`config.mk`:
```
export PLATFORM = sky130hd
export DESIGN_NAME = if_stage
export DESIGN_NICKNAME = d
export VERILOG_FILES = /design/src/rtl/pipeline_pkg.sv /design/src/rtl/pc_next_mux.sv /design/src/rtl/if_stage.sv
export SDC_FILE = /design/constraint.sdc
export NUM_CORES = 1
export LEC_CHECK = 0
export BUFFER_PORTS_ARGS = -buffer_cell sky130_fd_sc_hd__buf_2
export CELL_PAD_IN_SITES_DETAIL_PLACEMENT = 0
export CELL_PAD_IN_SITES_GLOBAL_PLACEMENT = 1
export CORE_MARGIN = 4
export CORE_UTILIZATION = 37
export CTS_CLUSTER_SIZE = 40
export DETAILED_ROUTE_END_ITERATION = 12
export GPL_TIMING_DRIVEN = 1
export PLACE_DENSITY = 0.75
export SETUP_SLACK_MARGIN = 0.3
export SLEW_MARGIN = 30
export SYNTH_ARGS = -nofsm -noshare
export SYNTH_HDL_FRONTEND = slang
export SYNTH_SLANG_ARGS = --single-unit
```
`constraint.sdc`:
```
create_clock -name clk_i -period 2.3 [get_ports clk_i]
set_input_delay 0.46 -clock clk_i [delete_from_list [all_inputs] [get_ports clk_i]]
set_output_delay 0.46 -clock clk_i [all_outputs]
set_load 0.02 [all_outputs]
```
`src/rtl/pipeline_pkg.sv`:
```
// pipeline_pkg -- definitions shared by the fetch stage and its neighbours.
//   NOP_INSTR    : canonical bubble (addi x0,x0,0)
//   pcsrc_e      : ID redirect select encoding
//   fetch_state_e: instruction-fetch FSM states
//   ifid_t       : contents of the IF/ID pipeline register
package pipeline_pkg;

  localparam logic [31:0] NOP_INSTR = 32'h0000_0013;

  typedef enum logic [1:0] {
    PCSRC_NONE   = 2'b00,
    PCSRC_BRANCH = 2'b01,  // branch / jal
    PCSRC_JALR   = 2'b10,
    PCSRC_NONE2  = 2'b11
  } pcsrc_e;

  typedef enum logic [1:0] {
    ST_FETCH = 2'd0,  // request outstanding, response goes to IF/ID
    ST_HOLD  = 2'd1,  // response captured during a stall, no request
    ST_DROP  = 2'd2   // request outstanding, response is stale
  } fetch_state_e;

  typedef struct packed {
    logic [31:0] instr;
    logic [31:0] pc;
    logic [31:0] pc4;
  } ifid_t;

  localparam ifid_t IFID_NOP = '{instr: NOP_INSTR, pc: 32'h0, pc4: 32'h0};

endpackage

```
`src/rtl/pc_next_mux.sv`:
```
// pc_next_mux -- next-PC candidates for the fetch stage.
//   pc_i           : current PC
//   pcsrc_i        : ID redirect select
//   pc_plus_imm_i  : branch/jal target
//   reg_plus_imm_i : jalr target (bit 0 is cleared here)
//   pc_plus4_o     : sequential PC, wraps modulo 2^32
//   redir_sel_o    : pcsrc_i selects a redirect (stall qualification is the caller's job)
//   target_o       : redirect target
module pc_next_mux
  import pipeline_pkg::*;
(
  input  logic [31:0] pc_i,
  input  pcsrc_e      pcsrc_i,
  input  logic [31:0] pc_plus_imm_i,
  input  logic [31:0] reg_plus_imm_i,
  output logic [31:0] pc_plus4_o,
  output logic        redir_sel_o,
  output logic [31:0] target_o
);

  assign pc_plus4_o = pc_i + 32'd4;

  always_comb begin
    redir_sel_o = 1'b0;
    target_o    = pc_plus_imm_i;
    case (pcsrc_i)
      PCSRC_BRANCH: begin
        redir_sel_o = 1'b1;
        target_o    = pc_plus_imm_i;
      end
      PCSRC_JALR: begin
        redir_sel_o = 1'b1;
        target_o    = reg_plus_imm_i & ~32'h1;
      end
      default: ;
    endcase
  end

endmodule

```
`src/rtl/if_stage.sv`:
```
// if_stage -- instruction fetch stage with IF/ID register.
// Optional feature macro: IF_PERF_COUNTERS_EN (adds fetchCount_o / waitCount_o).
//   clk_i, rst_i        : clock, synchronous active-high reset
//   stall_i             : hazard stall, freezes PC and IF/ID
//   PCsrc_i             : 00/11 none, 01 branch/jal, 10 jalr
//   pcPlusImm_i         : branch/jal target
//   regPlusImm_i        : jalr target
//   imem_req_o/addr_o   : instruction memory request, address = PC
//   imem_ready_i/rdata_i: response pulse and data
//   instr_o/PC_o/pcPlus4_o : IF/ID register
//   fetchWait_o         : request outstanding with no response this cycle
module if_stage
  import pipeline_pkg::*;
#(
  parameter logic [31:0] RESET_PC = 32'h0000_0000
) (
  input  logic        clk_i,
  input  logic        rst_i,
  input  logic        stall_i,
  input  logic [1:0]  PCsrc_i,
  input  logic [31:0] pcPlusImm_i,
  input  logic [31:0] regPlusImm_i,
  output logic        imem_req_o,
  output logic [31:0] imem_addr_o,
  input  logic        imem_ready_i,
  input  logic [31:0] imem_rdata_i,
  output logic [31:0] instr_o,
  output logic [31:0] PC_o,
  output logic [31:0] pcPlus4_o,
  output logic        fetchWait_o
`ifdef IF_PERF_COUNTERS_EN
  ,
  output logic [31:0] fetchCount_o,
  output logic [31:0] waitCount_o
`endif
);

  fetch_state_e state_q, state_d;
  logic [31:0]  pc_q, pc_d;
  logic [31:0]  hold_q, hold_d;
  ifid_t        ifid_q, ifid_d;

  logic [31:0]  pc_plus4;
  logic [31:0]  target;
  logic         redir_sel;
  logic         redirect;
  logic         rdy;
  logic         deliver;

  pc_next_mux u_pc_next_mux (
    .pc_i           (pc_q),
    .pcsrc_i        (pcsrc_e'(PCsrc_i)),
    .pc_plus_imm_i  (pcPlusImm_i),
    .reg_plus_imm_i (regPlusImm_i),
    .pc_plus4_o     (pc_plus4),
    .redir_sel_o    (redir_sel),
    .target_o       (target)
  );

  // Request is suppressed during reset so an in-flight response is ignored.
  assign imem_req_o  = ~rst_i & (state_q != ST_HOLD);
  assign imem_addr_o = pc_q;
  assign rdy         = imem_ready_i & imem_req_o;
  assign fetchWait_o = ((state_q == ST_FETCH) | (state_q == ST_DROP)) & ~rdy;
  assign redirect    = redir_sel & ~stall_i;

  always_comb begin
    state_d = state_q;
    pc_d    = pc_q;
    hold_d  = hold_q;
    ifid_d  = ifid_q;
    deliver = 1'b0;
    if (redirect) begin
      pc_d   = target;
      ifid_d = IFID_NOP;
      // An unanswered request must have its response discarded later.
      state_d = (state_q == ST_FETCH && !rdy) ? ST_DROP : ST_FETCH;
    end else begin
      case (state_q)
        ST_FETCH: begin
          if (rdy) begin
            if (!stall_i) begin
              ifid_d  = '{instr: imem_rdata_i, pc: pc_q, pc4: pc_plus4};
              pc_d    = pc_plus4;
              deliver = 1'b1;
            end else begin
              hold_d  = imem_rdata_i;
              state_d = ST_HOLD;
            end
          end else if (!stall_i) begin
            ifid_d = IFID_NOP;
          end
        end
        ST_HOLD: begin
          if (!stall_i) begin
            ifid_d  = '{instr: hold_q, pc: pc_q, pc4: pc_plus4};
            pc_d    = pc_plus4;
            state_d = ST_FETCH;
            deliver = 1'b1;
          end
        end
        ST_DROP: begin
          if (rdy) state_d = ST_FETCH;
          if (!stall_i) ifid_d = IFID_NOP;
        end
        default: state_d = ST_FETCH;
      endcase
    end
  end

  always_ff @(posedge clk_i) begin
    if (rst_i) begin
      state_q <= ST_FETCH;
      pc_q    <= RESET_PC;
      hold_q  <= 32'h0;
      ifid_q  <= IFID_NOP;
    end else begin
      state_q <= state_d;
      pc_q    <= pc_d;
      hold_q  <= hold_d;
      ifid_q  <= ifid_d;
    end
  end

  assign instr_o   = ifid_q.instr;
  assign PC_o      = ifid_q.pc;
  assign pcPlus4_o = ifid_q.pc4;

`ifdef IF_PERF_COUNTERS_EN
  logic [31:0] fetch_cnt_q, fetch_cnt_d;
  logic [31:0] wait_cnt_q,  wait_cnt_d;

  assign fetch_cnt_d = fetch_cnt_q + {31'd0, deliver};
  assign wait_cnt_d  = wait_cnt_q + {31'd0, fetchWait_o};

  always_ff @(posedge clk_i) begin
    if (rst_i) begin
      fetch_cnt_q <= 32'h0;
      wait_cnt_q  <= 32'h0;
    end else begin
      fetch_cnt_q <= fetch_cnt_d;
      wait_cnt_q  <= wait_cnt_d;
    end
  end

  assign fetchCount_o = fetch_cnt_q;
  assign waitCount_o  = wait_cnt_q;
`else
  logic unused_deliver;
  assign unused_deliver = deliver;
`endif

endmodule

```
==> results.py, run 1 <==
metrics = {
    "logic_synthesis": {
        "synth.area.top_cells": "dfxtp_1 (43%), a22oi_1 (7.3%), nor2_1 (5.4%)",
        "synth_seq_cells": 162,
        "synthArstFlopShare": 0,
        "syn_inst": 871,
        "synth_flop_cell": "dfxtp_1",
        "synthesis.area_um2": 7470,
        "synth_area_leader_cell": "dfxtp_1",
        "synth-seq-area-share": 0.434,
        "synth_top_area_frac": 0.434,
        "synth_warnings": 0,
        "synthesis.nets": 978,
        "synth-edff-count": 0,
        "avgSynthCellArea_um2": 8.58,
        "synth_cell_types": 60,
    },
    "cells_and_area": {
        "fin_util": 0.507,
        "drive_above_1_share": 0.322,
        "fin_cells": 1371,
        "mostFrequentLayoutCells": "buf_2 (229), dfxtp_1 (158), nor2_1 (105)",
        "areaGrowthSynthToFinish_pct": 33.2,
        "mostFrequentLayoutCell": "buf_2",
        "final_nets": 1201,
    },
    "grt": {
        "grt_util_all_layers": 0.207,
        "grt_pass1_vias": 6892,
        "overflow": 0,
        "antenna_found_initial": 1,
        "grt_pass1_wl_um": 37100,
        "grt_max_degree": 36,
    },
    "sta": {
        "final.setup.tns_ps": 0,
        "fin_crit_sh": 0.871,
        "setup_viol": 0,
        "rsz0062_at_grt": "true",
        "finClkSkew_ps": 15.1,
        "slew_headroom": 0.623,
        "post-route-min-period_ps": 2000,
        "fin_hold_ws_ps": 279,
        "clock.fmax_mhz": 499,
        "slew_violations": 0,
        "max_slew.worst_pin.slew_ps": 563,
        "finalHoldViolCount": 0,
    },
    "floorplanning": {
        "initial_utilization": 0.380,
        "io_pins": 232,
        "die-width_um": 150,
        "fp.dieArea_um2": 22500,
        "row_count": 51,
        "core_region_area_um2": 19700,
        "die_h_um": 150,
    },
    "critical_path": {
        "critPathKind": "reg2reg",
        "critPathMaxFanout": 7,
        "critPathCaptureType": "flop",
        "worst_ep_required_time_ps": 2610,
        "worst_setup_path_start_kind": "flop",
        "cp.arrival_ps": 2310,
    },
    "routing": {
        "via_count": 7287,
        "wire_per_inst_um": 17.6,
        "drt_iter0_drc": 413,
        "vias_per_cell": 5.32,
        "ant_nets": 0,
        "drc_errors": 0,
        "firstDrtPassIters": 5,
        "drt-total-wl_um": 24100,
    },
    "power": {
        "power_density_nw_per_um2": 746,
        "power_mw": 7.43,
        "ir_worst_vdd_uv": 514,
        "p_leak_nw": 4.16,
    },
    "clock_network": {
        "cts_htree_levels": 4,
        "clk_pin_slew_ps": 70,
        "clk_latency_ps": 430,
        "clk_path_buf_depth": 2,
        "cts-buffers-inserted": 17,
        "cts_root_buffer": "clkbuf_16",
        "clock-sinks": 162,
        "cts_tree": "done",
        "hold_buffers": 0,
    },
    "job": {
        "cap_viol_max_count": 0,
    },
    "min_path": {
        "hold_class": "in2reg",
    },
    "placement": {
        "port_buffers": 230,
        "globalplace.congestion": 0.813,
        "dp_cells": 1332,
        "dp_hpwl_um": 16800,
    },
    "run_status": {
        "status": "finished, final reports clean",
    },
}
[state kept, by name (all words and copies together) (netlist names)]
| signal | cells |
|---|---|
| PC_o | 32 |
| instr_o | 32 |
| hold_q | 32 |
| state_q | 2 |
| pcPlus4_o | 32 |
| imem_addr_o | 32 |
[cell usage after synthesis, types with 3 or more instances]
library cell / number
dfxtp_1: 162
nor2_1: 107
nand2_1: 103
a22oi_1: 73
a21oi_1: 61
buf_2: 36
clkbuf_1: 36
mux2i_1: 35
a22o_1: 31
o21ai_0: 30
o2bb2ai_1: 23
nand3_1: 17
xor2_1: 17
xnor2_1: 11
nand4_1: 9
nor3_1: 9
a31oi_1: 7
and4_1: 7
inv_1: 7
and3_1: 6
nand2b_1: 6
and2_1: 5
buf_4: 5
ha_1: 5
nor4_1: 5
or3_1: 5
buf_1: 4
o221ai_1: 4
nand3b_1: 3
o32a_1: 3
[power by group]
| part | internal, mW | total [mW] | switching, mW |
|---|---|---|---|
| Clock | 1.82 | 3.02 | 1.20 |
| Sequential | 2.92 | 3.04 | 0.119 |
| Combinational | 0.534 | 1.37 | 0.839 |
| Total | 5.27 | 7.43 | 2.16 |
[path summary, 6_finish.rpt]
kind / endpoint / slack [ps] / startpoint / cells after the start
setup reg to reg: imem_addr_o[19] / 300 / imem_addr_o[7] / 5
hold reg to reg: hold_q[30] / 450 / hold_q[30] / 2
setup / recovery: imem_addr_o[19] / 300 / imem_addr_o[7] / 5
hold / removal: hold_q[20] / 280 / imem_rdata_i[20] / 3
[routing by layer]
| metal | vias to the layer above | GRT usage | share of wire |
|---|---|---|---|
| met5 | - | 0 | 0.00029 |
| met4 | 2 | 0.0682 | 0.019 |
| met3 | 33 | 0.0430 | 0.064 |
| met1 | 3442 | 0.293 | 0.46 |
| li1 | 3580 | - | - |
| met2 | 230 | 0.316 | 0.45 |
[logic make-up (layout without fill, tap and decap cells)]
| logic type | Yosys count | in the layout | share of synthesized area |
|---|---|---|---|
| xor gates and xnor gates | 28 | 28 | 0.0328 |
| muxes | 35 | 35 | 0.0469 |
| and+or+nand+nor | 300 | 300 | 0.188 |
| DFF | 162 | 162 | 0.434 |
| buffers and inverters | 88 | 322 | 0.0527 |
| other | 0 | 1 | 0 |
| adders and majority gates | 5 | 5 | 0.00837 |
| AOI/OAI and AO/OA | 253 | 253 | 0.237 |
[stage by stage]
step | area, µm² | setup slack, ps
3_3_place_gp | 9090 | 212
2_1_floorplan | 7490 | 307
4_1_cts | 9790 | 309
5_1_grt | 9950 | 200
3_5_place_dp | 9090 | 183
6_report | 9960 | 297
[final cells by class]
class | instances | area [µm²]
fillers | 1939 | 9700
multi-input cells | 621 | 3970
flip-flops and latches | 162 | 3250
repair buffers | 285 | 1760
clock buffers | 18 | 429
well taps | 265 | 332
clock inverters | 12 | 184
inverters | 7 | 26.3
diodes | 1 | 2.50
[repair_timing]
action / 4_1_cts / 5_1_grt
gates resized for setup: 13 / 26
buffers inserted: 5 / 2
setup endpoints to repair: 101 / 95
pin swaps: 4 / 2
endpoints found under the hold margin: 0 / 0
gates cloned: 0 / 1
[worst max-delay path: stages, from the launching register on]
cell and delay (ps):
dfxtp_1 510, and2_1 270, nand4_2 200, or3_1 420, and3_1 210, o31a_1 270
No activity file was read; power rests on OpenSTA's default activity.
==> run 2: changes to the inputs <==
--- a/config.mk
+++ b/config.mk
@@ -10,10 +10,12 @@
 export CELL_PAD_IN_SITES_GLOBAL_PLACEMENT = 1
 export CORE_MARGIN = 4
 export CORE_UTILIZATION = 37
+export CTS_CLUSTER_DIAMETER = 100
 export CTS_CLUSTER_SIZE = 40
 export DETAILED_ROUTE_END_ITERATION = 12
 export GPL_TIMING_DRIVEN = 1
 export PLACE_DENSITY = 0.75
+export REMOVE_ABC_BUFFERS = 1
 export SETUP_SLACK_MARGIN = 0.3
 export SLEW_MARGIN = 30
 export SYNTH_ARGS = -nofsm -noshare
==> results.py, run 2 (same netlist as run 1, synthesis figures left out) <==
metrics = {
    "sta": {
        "finalHoldViolCount": 0,
        "fin_crit_sh": 0.864,
        "finClkSkew_ps": 8.06,
        "slew_headroom": 0.680,
        "max_slew.worst_pin.slew_ps": 478,
        "setup_ws_ps": 313,
        "final.setup.tns_ps": 0,
        "clock.fmax_mhz": 503,
        "post-route-min-period_ps": 1990,
        "slew_violations": 0,
        "rsz0062_at_grt": "true",
        "setup_viol": 0,
    },
    "critical_path": {
        "cp.arrival_ps": 1530,
        "crit_path_top_delay_cell": "dfxtp_2",
        "worst_setup_path_start_kind": "flop",
        "cp_common_cell": "buf_6",
        "crit_buf_inv": 3,
        "critPathKind": "reg2out",
        "crit_path_start": "state_q[1]",
        "endpoint": "fetchWait_o",
        "rrSetupSlack_ps": 340,
        "worst-r2r-cell-count": 8,
        "timing.rr.start": "state_q[1]",
        "critPathMaxStageDelay_ps": 350,
        "crit_chain": "inv_4, ha_4, nor3b_4, buf_6, nor2_4, buf_6",
        "cpLargestDelayFamily": "flip-flops",
        "r2r-end": "pcPlus4_o[21]",
        "worst_ep_required_time_ps": 1840,
        "critPathCaptureType": "primary output",
        "path_depth": 6,
        "critPathMaxFanout": 8,
    },
    "clock_network": {
        "cts_tree": "done",
        "clk_latency_ps": 420,
        "clk_path_buf_depth": 2,
        "cts_root_buffer": "clkbuf_16",
        "hold_buffers": 0,
        "cts-buffers-inserted": 17,
        "cts_htree_levels": 4,
        "clock-sinks": 162,
        "clk_pin_slew_ps": 70,
    },
    "grt": {
        "overflow": 0,
        "antenna_found_initial": 1,
        "grt_pass1_wl_um": 37200,
        "grt_pass1_vias": 6692,
        "grt_util_all_layers": 0.207,
        "grt_max_degree": 55,
    },
    "floorplanning": {
        "io_pins": 232,
        "die-width_um": 150,
        "initial_utilization": 0.380,
        "core_region_area_um2": 19700,
        "fp.dieArea_um2": 22500,
        "row_count": 51,
        "die_h_um": 150,
    },
    "cells_and_area": {
        "mostFrequentLayoutCell": "buf_2",
        "final_nets": 1206,
        "mostFrequentLayoutCells": "buf_2 (229), dfxtp_1 (156), nor2_1 (105)",
        "diodes": 0,
        "areaGrowthSynthToFinish_pct": 32.8,
        "design_area_um2": 9920,
        "drive_above_1_share": 0.321,
    },
    "min_path": {
        "hold_class": "in2reg",
        "hold_depth": 3,
        "min_from": "imem_rdata_i[23]",
    },
    "routing": {
        "drt-total-wl_um": 24400,
        "wire_per_inst_um": 17.7,
        "drc_errors": 0,
        "firstDrtPassIters": 5,
        "drt_iter0_drc": 412,
        "via_count": 7268,
        "vias_per_cell": 5.28,
        "ant_nets": 0,
    },
    "power": {
        "power_mw": 7.22,
        "ir_worst_vdd_uv": 490,
        "p_leak_nw": 4.16,
        "power_density_nw_per_um2": 728,
    },
    "placement": {
        "dp_slack_ps": 122,
        "dp_hpwl_um": 16400,
        "port_buffers": 230,
        "place_area_um2": 9060,
        "globalplace.congestion": 0.822,
    },
    "job": {
        "cap_viol_max_count": 0,
    },
    "run_status": {
        "status": "finished, final reports clean",
    },
}
run 2: cell types whose count changed in the layout (fill, tap and decap cells not counted), moves of 3 or more:
cell,previous run,this run
buf_8,3,0
a22oi_2,7,0
buf_4,37,42
a22oi_1,66,73
run 2: worst min path at each step:
stage	to	slack, ps
after floorplan	hold_q[4]	430
after global placement	pcPlus4_o[11]	440
after detailed placement	pcPlus4_o[11]	440
after CTS	hold_q[14]	270
after global routing	hold_q[14]	270
final	hold_q[23]	280
run 2: per-layer routing:
metal,part of all wire,track usage,routed length (µm),up-vias
met5,0.00029,0,7,-
met1,0.44,0.276,10700,3414
li1,-,-,-,3586
met3,0.092,0.0680,2240,16
met4,0.0079,0.0448,192,2
met2,0.46,0.330,11300,250
run 2: power breakdown:
| part | internal, mW | switching, mW |
|---|---|---|
| logic | 0.549 | 0.856 |
| registers | 2.92 | 0.102 |
| clock network | 1.60 | 1.20 |
| total | 5.07 | 2.15 |
run 2: repair_timing:
item	in CTS	in global routing
cloned	0	3
resized for setup	17	25
pin swaps	3	5
buffers inserted	5	4
setup endpoints to repair	110	114
run 2: cell type report:
type | instances | area [µm²]
fillers | 1961 | 9730
flip-flops and latches | 162 | 3250
clock inverters | 12 | 135
multi-input cells | 621 | 3940
inverters | 7 | 28.8
well taps | 265 | 332
repair buffers | 290 | 1800
clock buffers | 19 | 433
run 2: stage by stage:
stage                      util  instances  hold slack (ps)
after floorplan               -        790              430
after global placement    0.461       1333              440
after detailed placement  0.461       1333              442
after CTS                 0.495       1369              267
after global routing      0.505       1376              273
final                     0.505       1376              282
run 2: worst register-to-register path, stage by stage, from the launching register on:
cell       delay (ps)
dfxtp_2           340
buf_4             140
ha_2              180
or3_1             380
and3_4            190
o21ai_4           130
and2_4            260
buf_12            150
o2bb2ai_1         120
